File: src/rtl/riscv_operand_stage_pkg.sv
// Shared constants for the operand stage: operand-source selects and fwd_hits counter helpers.
package riscv_constants;

  localparam int unsigned FWD_HITS_W = 16;

  typedef enum logic [1:0] {
    OP1_RS1  = 2'd0,
    OP1_PC   = 2'd1,
    OP1_ZERO = 2'd2
  } op1_sel_e;

  typedef enum logic [1:0] {
    OP2_RS2  = 2'd0,
    OP2_IMM  = 2'd1,
    OP2_FOUR = 2'd2
  } op2_sel_e;

  // Add 0..2 forwarded operands to the hit counter, sticking at all-ones.
  function automatic logic [FWD_HITS_W-1:0] sat_add_hits(input logic [FWD_HITS_W-1:0] cnt,
                                                         input logic [1:0]            inc);
    logic [FWD_HITS_W:0] sum;
    sum = {1'b0, cnt} + (FWD_HITS_W+1)'(inc);
    return sum[FWD_HITS_W] ? '1 : sum[FWD_HITS_W-1:0];
  endfunction

endpackage

File: src/rtl/riscv_operand_stage_fwd_resolve.sv
// Forwarding lookup for one source operand: lowest-index (youngest) matching producer wins.
// Forwarding is compiled in only with RISCV_OPERAND_FWD_EN; otherwise the register-file value passes through.
module riscv_fwd_resolve
  import riscv_constants::*;
#(
  parameter int unsigned WORD_LENGTH = 32,
  parameter int unsigned NUM_FWD     = 2,
  parameter int unsigned REG_ADDR_W  = 5
) (
  input  logic [REG_ADDR_W-1:0]               i_rs_addr,
  input  logic [WORD_LENGTH-1:0]              i_rs_data,
  input  logic [NUM_FWD-1:0]                  i_fwd_valid,
  input  logic [NUM_FWD-1:0][REG_ADDR_W-1:0]  i_fwd_rd,
  input  logic [NUM_FWD-1:0][WORD_LENGTH-1:0] i_fwd_data,
  output logic [WORD_LENGTH-1:0]              o_data_c,
  output logic                                o_hit_c
);

`ifdef RISCV_OPERAND_FWD_EN
  // Scan oldest to youngest so the lowest matching index overrides; x0 never forwards.
  always_comb begin
    o_data_c = i_rs_data;
    o_hit_c  = 1'b0;
    for (int i = int'(NUM_FWD) - 1; i >= 0; i--) begin
      if (i_fwd_valid[i] && (i_fwd_rd[i] == i_rs_addr) && (i_rs_addr != '0)) begin
        o_data_c = i_fwd_data[i];
        o_hit_c  = 1'b1;
      end
    end
  end
`else
  logic w_unused;
  assign w_unused = ^{i_rs_addr, i_fwd_valid, i_fwd_rd, i_fwd_data};
  assign o_data_c = i_rs_data;
  assign o_hit_c  = 1'b0;
`endif

endmodule

File: src/rtl/riscv_operand_stage.sv
// Operand stage: resolves/selects op1/op2 and registers them behind a valid/ready skid-free slot.
// Optional forwarding and fwd_hits counting via RISCV_OPERAND_FWD_EN (default: disabled, fwd_hits stays 0).
module riscv_operand_stage
  import riscv_constants::*;
#(
  parameter int unsigned WORD_LENGTH = 32,
  parameter int unsigned NUM_FWD     = 2,
  parameter int unsigned REG_ADDR_W  = 5
) (
  input  logic                                clk,
  input  logic                                rst_n,
  input  logic                                in_valid,
  output logic                                in_ready,
  input  op1_sel_e                            op1_sel,
  input  op2_sel_e                            op2_sel,
  input  logic [REG_ADDR_W-1:0]               rs1_addr,
  input  logic [REG_ADDR_W-1:0]               rs2_addr,
  input  logic [WORD_LENGTH-1:0]              rs1_data,
  input  logic [WORD_LENGTH-1:0]              rs2_data,
  input  logic [WORD_LENGTH-1:0]              pc,
  input  logic [WORD_LENGTH-1:0]              imm,
  input  logic [NUM_FWD-1:0]                  fwd_valid,
  input  logic [NUM_FWD-1:0][REG_ADDR_W-1:0]  fwd_rd,
  input  logic [NUM_FWD-1:0][WORD_LENGTH-1:0] fwd_data,
  input  logic                                flush,
  output logic                                out_valid,
  input  logic                                out_ready,
  output logic [WORD_LENGTH-1:0]              op1,
  output logic [WORD_LENGTH-1:0]              op2,
  output logic [FWD_HITS_W-1:0]               fwd_hits
);

  logic                    r_out_valid;
  logic [WORD_LENGTH-1:0]  r_op1;
  logic [WORD_LENGTH-1:0]  r_op2;
  logic [FWD_HITS_W-1:0]   r_fwd_hits;

  logic [WORD_LENGTH-1:0]  w_rs1;
  logic [WORD_LENGTH-1:0]  w_rs2;
  logic                    w_rs1_hit;
  logic                    w_rs2_hit;
  logic [WORD_LENGTH-1:0]  w_op1;
  logic [WORD_LENGTH-1:0]  w_op2;
  logic                    w_op1_fwd;
  logic                    w_op2_fwd;
  logic                    w_load;

  riscv_fwd_resolve #(
    .WORD_LENGTH(WORD_LENGTH), .NUM_FWD(NUM_FWD), .REG_ADDR_W(REG_ADDR_W)
  ) u_rs1_resolve (
    .i_rs_addr  (rs1_addr),
    .i_rs_data  (rs1_data),
    .i_fwd_valid(fwd_valid),
    .i_fwd_rd   (fwd_rd),
    .i_fwd_data (fwd_data),
    .o_data_c   (w_rs1),
    .o_hit_c    (w_rs1_hit)
  );

  riscv_fwd_resolve #(
    .WORD_LENGTH(WORD_LENGTH), .NUM_FWD(NUM_FWD), .REG_ADDR_W(REG_ADDR_W)
  ) u_rs2_resolve (
    .i_rs_addr  (rs2_addr),
    .i_rs_data  (rs2_data),
    .i_fwd_valid(fwd_valid),
    .i_fwd_rd   (fwd_rd),
    .i_fwd_data (fwd_data),
    .o_data_c   (w_rs2),
    .o_hit_c    (w_rs2_hit)
  );

  // Operand muxes; a forward only counts when its register operand is actually selected.
  always_comb begin
    w_op1     = '0;
    w_op1_fwd = 1'b0;
    case (op1_sel)
      OP1_RS1: begin
        w_op1     = w_rs1;
        w_op1_fwd = w_rs1_hit;
      end
      OP1_PC:   w_op1 = pc;
      OP1_ZERO: w_op1 = '0;
      default:  w_op1 = '0;
    endcase
  end

  always_comb begin
    w_op2     = '0;
    w_op2_fwd = 1'b0;
    case (op2_sel)
      OP2_RS2: begin
        w_op2     = w_rs2;
        w_op2_fwd = w_rs2_hit;
      end
      OP2_IMM:  w_op2 = imm;
      OP2_FOUR: w_op2 = WORD_LENGTH'(3'd4);
      default:  w_op2 = '0;
    endcase
  end

  assign in_ready = !r_out_valid || out_ready;
  assign w_load   = in_valid && in_ready && !flush;

  // Flush beats load beats drain; operands only change on a load.
  always_ff @(posedge clk or negedge rst_n) begin
    if (!rst_n) begin
      r_out_valid <= 1'b0;
      r_op1       <= '0;
      r_op2       <= '0;
      r_fwd_hits  <= '0;
    end else if (flush) begin
      r_out_valid <= 1'b0;
    end else if (w_load) begin
      r_out_valid <= 1'b1;
      r_op1       <= w_op1;
      r_op2       <= w_op2;
      r_fwd_hits  <= sat_add_hits(r_fwd_hits, 2'(w_op1_fwd) + 2'(w_op2_fwd));
    end else if (out_ready) begin
      r_out_valid <= 1'b0;
    end
  end

  assign out_valid = r_out_valid;
  assign op1       = r_op1;
  assign op2       = r_op2;
  assign fwd_hits  = r_fwd_hits;

endmodule
File: config.mk
export PLATFORM = sky130hd
export DESIGN_NAME = riscv_operand_stage
export DESIGN_NICKNAME = d
export VERILOG_FILES = /design/src/rtl/riscv_operand_stage_pkg.sv /design/src/rtl/riscv_operand_stage_fwd_resolve.sv /design/src/rtl/riscv_operand_stage.sv
export SDC_FILE = /design/constraint.sdc
export NUM_CORES = 1
export LEC_CHECK = 0
export ABC_AREA = 1
export BUFFER_PORTS_ARGS = -buffer_cell sky130_fd_sc_hd__buf_2
export CAP_MARGIN = 10
export CELL_PAD_IN_SITES_DETAIL_PLACEMENT = 1
export CELL_PAD_IN_SITES_GLOBAL_PLACEMENT = 1
export CORE_MARGIN = 10
export CORE_UTILIZATION = 24
export DETAILED_ROUTE_END_ITERATION = 8
export GPL_TIMING_DRIVEN = 0
export HOLD_SLACK_MARGIN = 0.06
export PLACE_DENSITY_LB_ADDON = 0.12
export SYNTH_ARGS = -nofsm -noshare
export SYNTH_HDL_FRONTEND = slang
export SYNTH_SLANG_ARGS = --single-unit
export TNS_END_PERCENT = 50
File: constraint.sdc
create_clock -name clk -period 1.4 [get_ports clk]
set_input_delay 0.21 -clock clk [delete_from_list [all_inputs] [get_ports clk]]
set_output_delay 0.21 -clock clk [all_outputs]
set_load 0.005 [all_outputs]
==> reports/results.txt <==
setup violators final - 0
crit path DAT - 1520 ps
drt total wl - 14,400 um
share of cells above drive strength 1 - 0.368
kind of critical path - reg -> reg
Yosys warnings - 0
Die Ht - 141 um
Placement Setup Slack - 46.6 ps
drt pass-1 iters - 4
CTS Buf Count - 9
wire length per cell - 15.4 um
PwrDens - 1140 nW/um^2
DIE AREA - 20,000 sq um
reg2reg path depth - 6
routed vias - 3,953
largest fanout on the critical path - 10
vias in the first global route - 4,426
fill cell count - 1,924
Clock Tree Buf Depth - 2
initial antenna violation count - 4
DRT iter0 DRCs - 108
Final Instance Count excl. Fillers - 930
Pleak - 3.27 nW
Fin Clk Skew - 4.08 ps
RSZ-0062 raised after global routing - false
commonest non-fill, non-tap cell in the layout - nand2_1
Yosys reg bits - 65
sequential area share after synthesis - 0.460
worst path required time - 1670 ps
setup ws final - 142 ps
Row Count - 44
RD Place Congestion - 0.771
Mean Syn Cell Area - 6.92 sq um
cell count after synthesis - 511
Post CTS Setup Buffer Count - 0
Post-Syn Area - 3540 sq um
CORE AREA - 14,500 sq um
post-DP HPWL - 11,600 um
I/O pins - 305
nets - 962
Worst-path clk slew - 50 ps
Worst setup SP type - register
outcome - finished clean
post-layout utilization of the core - 0.360
fin. max-slew vios - 0
Layout area overhead - 47.2%
final hold vios - 0
Port Buffers - 200
max cap viols - 0
GRT Total Usage - 0.143
Synth cell types - 14
Antenna Nets Post-Route - 0
min Tclk post-route - 1260 ps
dpl cells - 911
most frequent cells in the layout - nand2_1 (319), buf_2 (225), dfrtp_1 (65)
Crit. End Element - register
Die X - 141 um
vias per inst - 4.25
CTS tree - built
Max VDD drop - 496 uV
effective utilization at floorplan - 0.244
first-pass GRT wire length - 23,100 um
Remaining DRCs - 0
Clock Sinks - 65
largest net degree at the start of global routing - 66
Fin Setup TNS - 0 ps
Root Buffer - clkbuf_16
Hold Path Cell Cnt - 2
f_max - 795 MHz
final period utilization - 0.899
HP Class - in -> reg
H-tree Lvls - 3
worst-skew pair later-pin latency - 330 ps
Overflow after GRT - 0
[worst paths after layout]
check	startpoint	end	slack (ps)
setup / recovery	out_valid	op2[4]	140
min in group asynchronous	rst_n	op2[26]	420
setup reg to reg	out_valid	op2[4]	140
hold / removal	flush	out_valid	100
hold reg to reg	op2[17]	op2[17]	470
max in group asynchronous	rst_n	op1[6]	660
[power breakdown]
| group | internal, mW | total, mW | switching (mW) |
|---|---|---|---|
| clock | 1.65 | 2.49 | 0.846 |
| combinational | 0.538 | 1.18 | 0.645 |
| sequential | 2.12 | 2.24 | 0.125 |
| total | 4.31 | 5.92 | 1.62 |
[flip-flops by register name, indices dropped and copies added, names as in the netlist]
name,cells
op2,32
out_valid,1
op1,32
[cell families (layout without fill, tap and decap cells)]
logic type             after synthesis  after routing  synth area share
AND/OR/NAND/NOR                    389            389             0.446
flip-flops                          65             65             0.460
buffers and inverters               54            272            0.0899
other                                1             18           0.00106
AO/OA/AOI/OAI                        2              2           0.00283
[per-stage QoR]
stage	area (sq um)	hold slack, ps	total power [mW]
after global routing	5210	105	6.32
after CTS	5190	78.7	6.06
after global placement	4820	437	3.45
after floorplan	3590	-85.6	2.80
after detailed placement	4850	252	3.49
final	5210	96.9	5.92
[synth_stat cells]
master | instances | area (sq um)
inv_1 | 3 | 11.3
nand2_2 | 2 | 12.5
nand2_1 | 319 | 1200
nor2_4 | 1 | 11.3
buf_2 | 26 | 130
inv_2 | 3 | 11.3
dfrtp_1 | 65 | 1630
conb_1 | 1 | 3.75
o21ai_0 | 2 | 10.0
nand3_1 | 64 | 320
nand3_2 | 1 | 10.0
buf_4 | 22 | 165
nor2_8 | 1 | 20.0
nor2_2 | 1 | 6.26
[cell type report]
class	instances	area [sq um]	area share
timing repair buffer	202	1040	0.200
clock buffer	11	253	0.0485
tap	184	230	0.0442
multi-input combinational	407	1660	0.318
sequential	65	1630	0.312
antenna	2	5.00	0.000961
buffer	48	295	0.0567
inverter	6	22.5	0.00433
clock inverter	5	77.6	0.0149
[critical path, stage by stage, from the launching register on]
cell and delay (ps):
dfrtp_1 380, nand2_2 130, inv_2 70, nor2_8 180, buf_2 280, nand2_1 80, nand2_1 70
[metal layers]
layer / global-route usage / wire length [um]
met1: 0.162 / 6130
met3: 0.0664 / 1440
met5: 0 / 7
met2: 0.233 / 6600
met4: 0.0452 / 177
[timing repair]
action                                  4_1_cts  5_1_grt
gates resized for setup                       0        1
hold endpoints to repair                     65        0
endpoints found under the setup margin        0       44
hold buffers                                  1        0
No activity file was read; power rests on OpenSTA's default activity.
